--- src/rtl/vote_logger_if.sv ---
// Bundle of the ballot/vote handshake and result-display signals of the vote logger.
interface vote_logger_if #(
    parameter int COUNT_W = 8
);
    logic               mode;
    logic               ballot_enable;
    logic [3:0]         cand_vote;
    logic               ballot_ready;
    logic               vote_ack;
    logic               vote_reject;
    logic [COUNT_W-1:0] disp;
    logic [1:0]         disp_sel;
    logic               sat_flag;

    modport master (
        output mode, ballot_enable, cand_vote,
        input  ballot_ready, vote_ack, vote_reject, disp, disp_sel, sat_flag
    );

    modport slave (
        input  mode, ballot_enable, cand_vote,
        output ballot_ready, vote_ack, vote_reject, disp, disp_sel, sat_flag
    );
endinterface

--- src/rtl/vote_logger.sv ---
// Four-candidate voting machine: one ballot per presiding-officer pulse, one accepted
// vote per ballot, saturating counters and a result-mode display mux.
module vote_logger #(
    parameter int COUNT_W = 8
) (
    input  logic         clock,
    input  logic         reset,
    vote_logger_if.slave bus
);
    localparam logic [0:0]         S_IDLE  = 1'b0;
    localparam logic [0:0]         S_ARMED = 1'b1;
    localparam logic [COUNT_W-1:0] CNT_MAX = {COUNT_W{1'b1}};

    logic [0:0]         r_state;
    logic [COUNT_W-1:0] r_count [4];
    logic [1:0]         r_disp_sel;
    logic               r_sat;
    logic               r_ack;
    logic               r_rej;

    logic               w_single;
    logic               w_multi;
    logic [1:0]         w_idx;

    always_comb begin
        w_idx = 2'd0;
        for (int i = 0; i < 4; i++) begin
            if (bus.cand_vote[i]) w_idx = i[1:0];
        end
    end

    assign w_single = $onehot(bus.cand_vote);
    assign w_multi  = (bus.cand_vote != 4'b0000) && !w_single;

    always_ff @(posedge clock) begin
        if (reset) begin
            r_state    <= S_IDLE;
            r_disp_sel <= 2'd0;
            r_sat      <= 1'b0;
            r_ack      <= 1'b0;
            r_rej      <= 1'b0;
            for (int i = 0; i < 4; i++) r_count[i] <= '0;
        end else begin
            r_ack <= 1'b0;
            r_rej <= 1'b0;
            case (r_state)
                S_IDLE: begin
                    // A vote arriving with the ballot pulse is dropped; only the ballot counts.
                    if (bus.ballot_enable && !bus.mode) r_state <= S_ARMED;
                end
                S_ARMED: begin
                    if (bus.mode) begin
                        r_state <= S_IDLE;
                    end else if (w_single) begin
                        if (r_count[w_idx] == CNT_MAX) r_sat <= 1'b1;
                        else                           r_count[w_idx] <= r_count[w_idx] + 1'b1;
                        r_ack   <= 1'b1;
                        r_state <= S_IDLE;
                    end else if (w_multi) begin
                        r_rej <= 1'b1;
                    end
                end
                default: r_state <= S_IDLE;
            endcase
            if (bus.mode && w_single) r_disp_sel <= w_idx;
        end
    end

    assign bus.ballot_ready = (r_state == S_ARMED);
    assign bus.vote_ack     = r_ack;
    assign bus.vote_reject  = r_rej;
    assign bus.disp_sel     = r_disp_sel;
    assign bus.sat_flag     = r_sat;
    assign bus.disp         = bus.mode ? r_count[r_disp_sel] : '0;
endmodule

--- src/flat_wrapper.sv ---
// flat-port wrapper written by rule: the top's interface ports become plain ports
module vote_logger_flat 
#(
    parameter int COUNT_W = 8
)
  (clock, reset, bus_mode, bus_ballot_enable, bus_cand_vote, bus_ballot_ready, bus_vote_ack, bus_vote_reject, bus_disp, bus_disp_sel, bus_sat_flag);
  vote_logger_if #(.COUNT_W(COUNT_W)) bus_i ();
  input  logic clock;
  input  logic reset;
  input wire logic [$bits(bus_i.mode)-1:0] bus_mode;
  input wire logic [$bits(bus_i.ballot_enable)-1:0] bus_ballot_enable;
  input wire logic [$bits(bus_i.cand_vote)-1:0] bus_cand_vote;
  output wire logic [$bits(bus_i.ballot_ready)-1:0] bus_ballot_ready;
  output wire logic [$bits(bus_i.vote_ack)-1:0] bus_vote_ack;
  output wire logic [$bits(bus_i.vote_reject)-1:0] bus_vote_reject;
  output wire logic [$bits(bus_i.disp)-1:0] bus_disp;
  output wire logic [$bits(bus_i.disp_sel)-1:0] bus_disp_sel;
  output wire logic [$bits(bus_i.sat_flag)-1:0] bus_sat_flag;
  assign bus_i.mode = bus_mode;
  assign bus_i.ballot_enable = bus_ballot_enable;
  assign bus_i.cand_vote = bus_cand_vote;
  assign bus_ballot_ready = bus_i.ballot_ready;
  assign bus_vote_ack = bus_i.vote_ack;
  assign bus_vote_reject = bus_i.vote_reject;
  assign bus_disp = bus_i.disp;
  assign bus_disp_sel = bus_i.disp_sel;
  assign bus_sat_flag = bus_i.sat_flag;
  vote_logger #(.COUNT_W(COUNT_W)) u_core (.clock(clock), .reset(reset), .bus(bus_i));
endmodule
--- config.mk ---
export PLATFORM = sky130hd
export DESIGN_NAME = vote_logger_flat
export DESIGN_NICKNAME = d
export VERILOG_FILES = /design/src/rtl/vote_logger_if.sv /design/src/rtl/vote_logger.sv /design/src/flat_wrapper.sv
export SDC_FILE = /design/constraint.sdc
export NUM_CORES = 1
export LEC_CHECK = 0
export BUFFER_PORTS_ARGS = -buffer_cell sky130_fd_sc_hd__buf_2
export CAP_MARGIN = 20
export CORE_ASPECT_RATIO = 0.8
export CORE_MARGIN = 10
export CORE_UTILIZATION = 45
export CTS_CLUSTER_DIAMETER = 40
export DETAILED_ROUTE_END_ITERATION = 8
export SLEW_MARGIN = 20
export SYNTH_ARGS = -nofsm -noshare
export SYNTH_HDL_FRONTEND = slang
export SYNTH_SLANG_ARGS = --single-unit
--- constraint.sdc ---
create_clock -name clock -period 3.85 [get_ports clock]
set_input_delay 0.1925 -clock clock [delete_from_list [all_inputs] [get_ports clock]]
set_output_delay 0.1925 -clock clock [all_outputs]
set_load 0.02 [all_outputs]
==> run summary <==
Most numerous cell in the Yosys netlist = edfxtp_1
Synth Net Count = 211
Post-layout nets = 239
Async set or reset register ratio after synthesis = 0
Mapped Cells = 195
Max-cap viol count = 0
Postcts setup bufs = 0
Design Area, Final = 2706 µm²
Max VDD drop = 193.5 µV
Worst path max stage delay = 450 ps
Diode count = 0
# rows = 23
Post-CTS Hold Fix Bufs = 0
Synth area leaders = edfxtp_1, mux4_2, dfxtp_1, ha_1, a211oi_1
Die W = 102.3 µm
Largest net degree at the start of global routing = 19
Final Setup Violations = 0
PwrDens = 373.2 nW/µm²
Setup crit start kind = input port
Sequential power share = 0.503
Largest area contributor in the netlist = edfxtp_1
Via density = 6.434
P&R area growth vs syn = 10.98%
Hold Path Cell Cnt = 2
Syn. warnings = 0
Die height = 85.84 µm
Num Clock Sinks = 40
Top FF cell, synth = edfxtp_1
Comb power frac = 0.164
Slowest CP cell = fa_1
CP delay by family, top = simple AND/OR/NAND/NOR gates
Synth Cell Area = 2439 µm²
PostCTS Resize Cnt = 0
Setup Skew = 7.281 ps
Clock-pin slew on the worst setup and hold paths = 70 ps
Ports = 22
Core area = 5122 µm²
CP Class = in2reg
Post-route ant nets = 0
Register bit total from synthesis = 40
Root Buffer Master = clkbuf_8
Post-synth EDFFs = 32
Sequential fraction of the synthesis area = 0.4597
Initial antenna violation count = 0
Post-DP HPWL = 4929 µm
Max Fanout on Critical Path = 9
Power, Total = 1.010 mW
GR Util All Layers = 0.1505
Worst path bufs/invs = 4
Cell Chain, Critical Path = buf_2, inv_1, ha_1, ha_1, fa_1, nor3b_2, nand3b_1, nand2b_1, clkinv_1, nand3_2, o21ai_0, buf_4
Sw Share = 0.2583
Leak = 1.016 nW
DP Area = 2599 µm²
Worst-case reg-to-reg path depth = 7
Unrepaired setup endpoints after global routing = no
Vias = 1840
Setup crit end kind = flip-flop
Syn avg cell area = 12.51 µm²
Final period util = 0.8052
Initial Utilization = 0.4761
Final WL = 6445 µm
DR pass1 iterations = 5
Clock latency at the later pin of the worst-skew pair = 300 ps
Final hold vios = 0
Vias in the first global route = 1744
Num CTS Buffers = 5
Max Fclk = 322.6 MHz
Library cells used by synthesis = 48
Most used cell, CP = ha_1
WHS Endpoint = u_core.bus.vote_reject$_SDFF_PP0_
Reg2Reg Launch Point = u_core.r_count[2][0]$_SDFFCE_PN0P_
Input/output buffers = 21
Setup tns final = 0 ps
DRC violations left = 0
Die area = 8782 µm²
Worst rel slew slack = 0.5656
R2r endpoint = u_core.r_count[0][5]$_SDFFCE_PN0P_
Post-layout util = 0.5283
Slew Limit Fails = 0
Crit path depth = 12
H-tree depth = 2
Worst Max-Slew Pin Slew = 644.8 ps
Clk buf depth = 2
Fraction of layout instances using a drive strength above 1 = 0.2813
First-pass GRT wire length = 10070 µm
Data arrival, critical path = 3100 ps
DRT iter0 DRCs = 248
WL/cell = 22.53 µm
Commonest cells post-synth = edfxtp_1, nor3_1, mux4_2
Clock power share = 0.333
HP Class = in2reg
Remaining global-route overflow = 0
Post-synth top area share = 0.3940
CP required = 3850 ps
Gpl congestion = 0.9041
Tmin final = 3100 ps
R2R Setup Slk = 1170 ps
Layout fillers = 434
Switch Pwr = 0.2610 mW
Status = completed
Internal power = 0.7492 mW
CTS tree = built
Hold wc startpoint = reset
## layout by cell type, fill, tap and decap left out, types with 2 or more instances in the layout
master,instances
a2111oi_0,2
a211oi_1,11
a21o_1,2
a21oi_1,3
a311oi_1,2
a31oi_1,2
and2_1,8
buf_2,21
buf_4,10
clkbuf_8,5
clkinv_1,2
dfxtp_1,8
edfxtp_1,32
ha_1,7
inv_1,11
inv_2,2
mux4_2,14
nand2_1,11
nand2b_1,4
nand3_1,2
nand3_2,3
nand4_1,2
nand4b_1,2
nor2_1,3
nor3_1,15
nor3b_1,4
o211ai_1,2
o21ai_0,9
o22ai_1,2
or3_1,2
## worst max path at each step
| stage | startpoint | endpoint | slack [ps] |
|---|---|---|---|
| 2_1_floorplan | bus_cand_vote[0] | u_core.r_count[2][0]$_SDFFCE_PN0P_ | 650 |
| 3_3_place_gp | bus_cand_vote[2] | u_core.r_count[1][6]$_SDFFCE_PN0P_ | 550 |
| 3_5_place_dp | bus_cand_vote[2] | u_core.r_count[1][4]$_SDFFCE_PN0P_ | 480 |
| 4_1_cts | bus_cand_vote[2] | u_core.r_count[1][6]$_SDFFCE_PN0P_ | 780 |
| 5_1_grt | bus_cand_vote[2] | u_core.r_count[1][6]$_SDFFCE_PN0P_ | 620 |
| 6_report | bus_cand_vote[2] | u_core.r_count[1][6]$_SDFFCE_PN0P_ | 750 |
## through the flow
| stage | cells | worst slack (ps) | hold WS (ps) |
|---|---|---|---|
| CTS | 286 | 782.2 | 131.0 |
| detailed placement | 278 | 484.8 | 447.8 |
| floorplan | 195 | 654.2 | 273.5 |
| finish | 286 | 750.1 | 147.1 |
| global placement | 278 | 551.6 | 429.6 |
| global route | 286 | 618.6 | 155.3 |
## worst reg2reg max path: cells and delay by family (launching register included)
kind,cells,cell delay [ps]
flip-flops,1,410
multiplexers,1,340
AND/OR/NAND/NOR,1,580
buffers and inverters,2,510
adder cells (fa/ha/maj),1,230
AO/OA/AOI/OAI,2,390
## flip-flops by register name (all words and copies together), names as in the netlist, named ones only
name and flops:
u_core.bus.ballot_ready 1, u_core.bus.disp_sel 2, u_core.r_count 32, u_core.bus.vote_reject 1, u_core.bus.vote_ack 1, u_core.bus.sat_flag 1
## power groups by stage
stage / Clock, mW / Combinational [mW] / Sequential [mW]
finish: 0.336 / 0.166 / 0.508
global placement: 0 / 0.160 / 0.516
global route: 0.358 / 0.179 / 0.511
floorplan: 0 / 0.121 / 0.505
CTS: 0.343 / 0.165 / 0.508
detailed placement: 0 / 0.164 / 0.518
## layer usage
layer  track usage  vias to the layer above  wire, µm
met4       0.04476                        0        65
met3       0.04330                        6       630
met2        0.2196                       85      2901
li1              -                      822         -
met5             0                        -         0
met1        0.2102                      927      2847
## logic make-up after synthesis
kind of cell             synth area share
AND/OR/NAND/NOR                    0.1550
multiplexers                       0.1544
adder cells (fa/ha/maj)           0.04412
flip-flops                         0.4597
AO/OA/AOI/OAI                      0.1165
buffers and inverters             0.06311
XOR/XNOR                         0.007184
## area by class of cell
cell class	instances	area (µm²)	share of cell area
clock buffer	6	72.57	0.02681
tap	62	77.57	0.02866
multi-input combinational	130	1164	0.4300
sequential	40	1121	0.4142
clock inverter	2	35.03	0.01294
inverter	15	56.30	0.02080
timing repair buffer	31	180.2	0.06657
(Power assumes the default switching activity.)
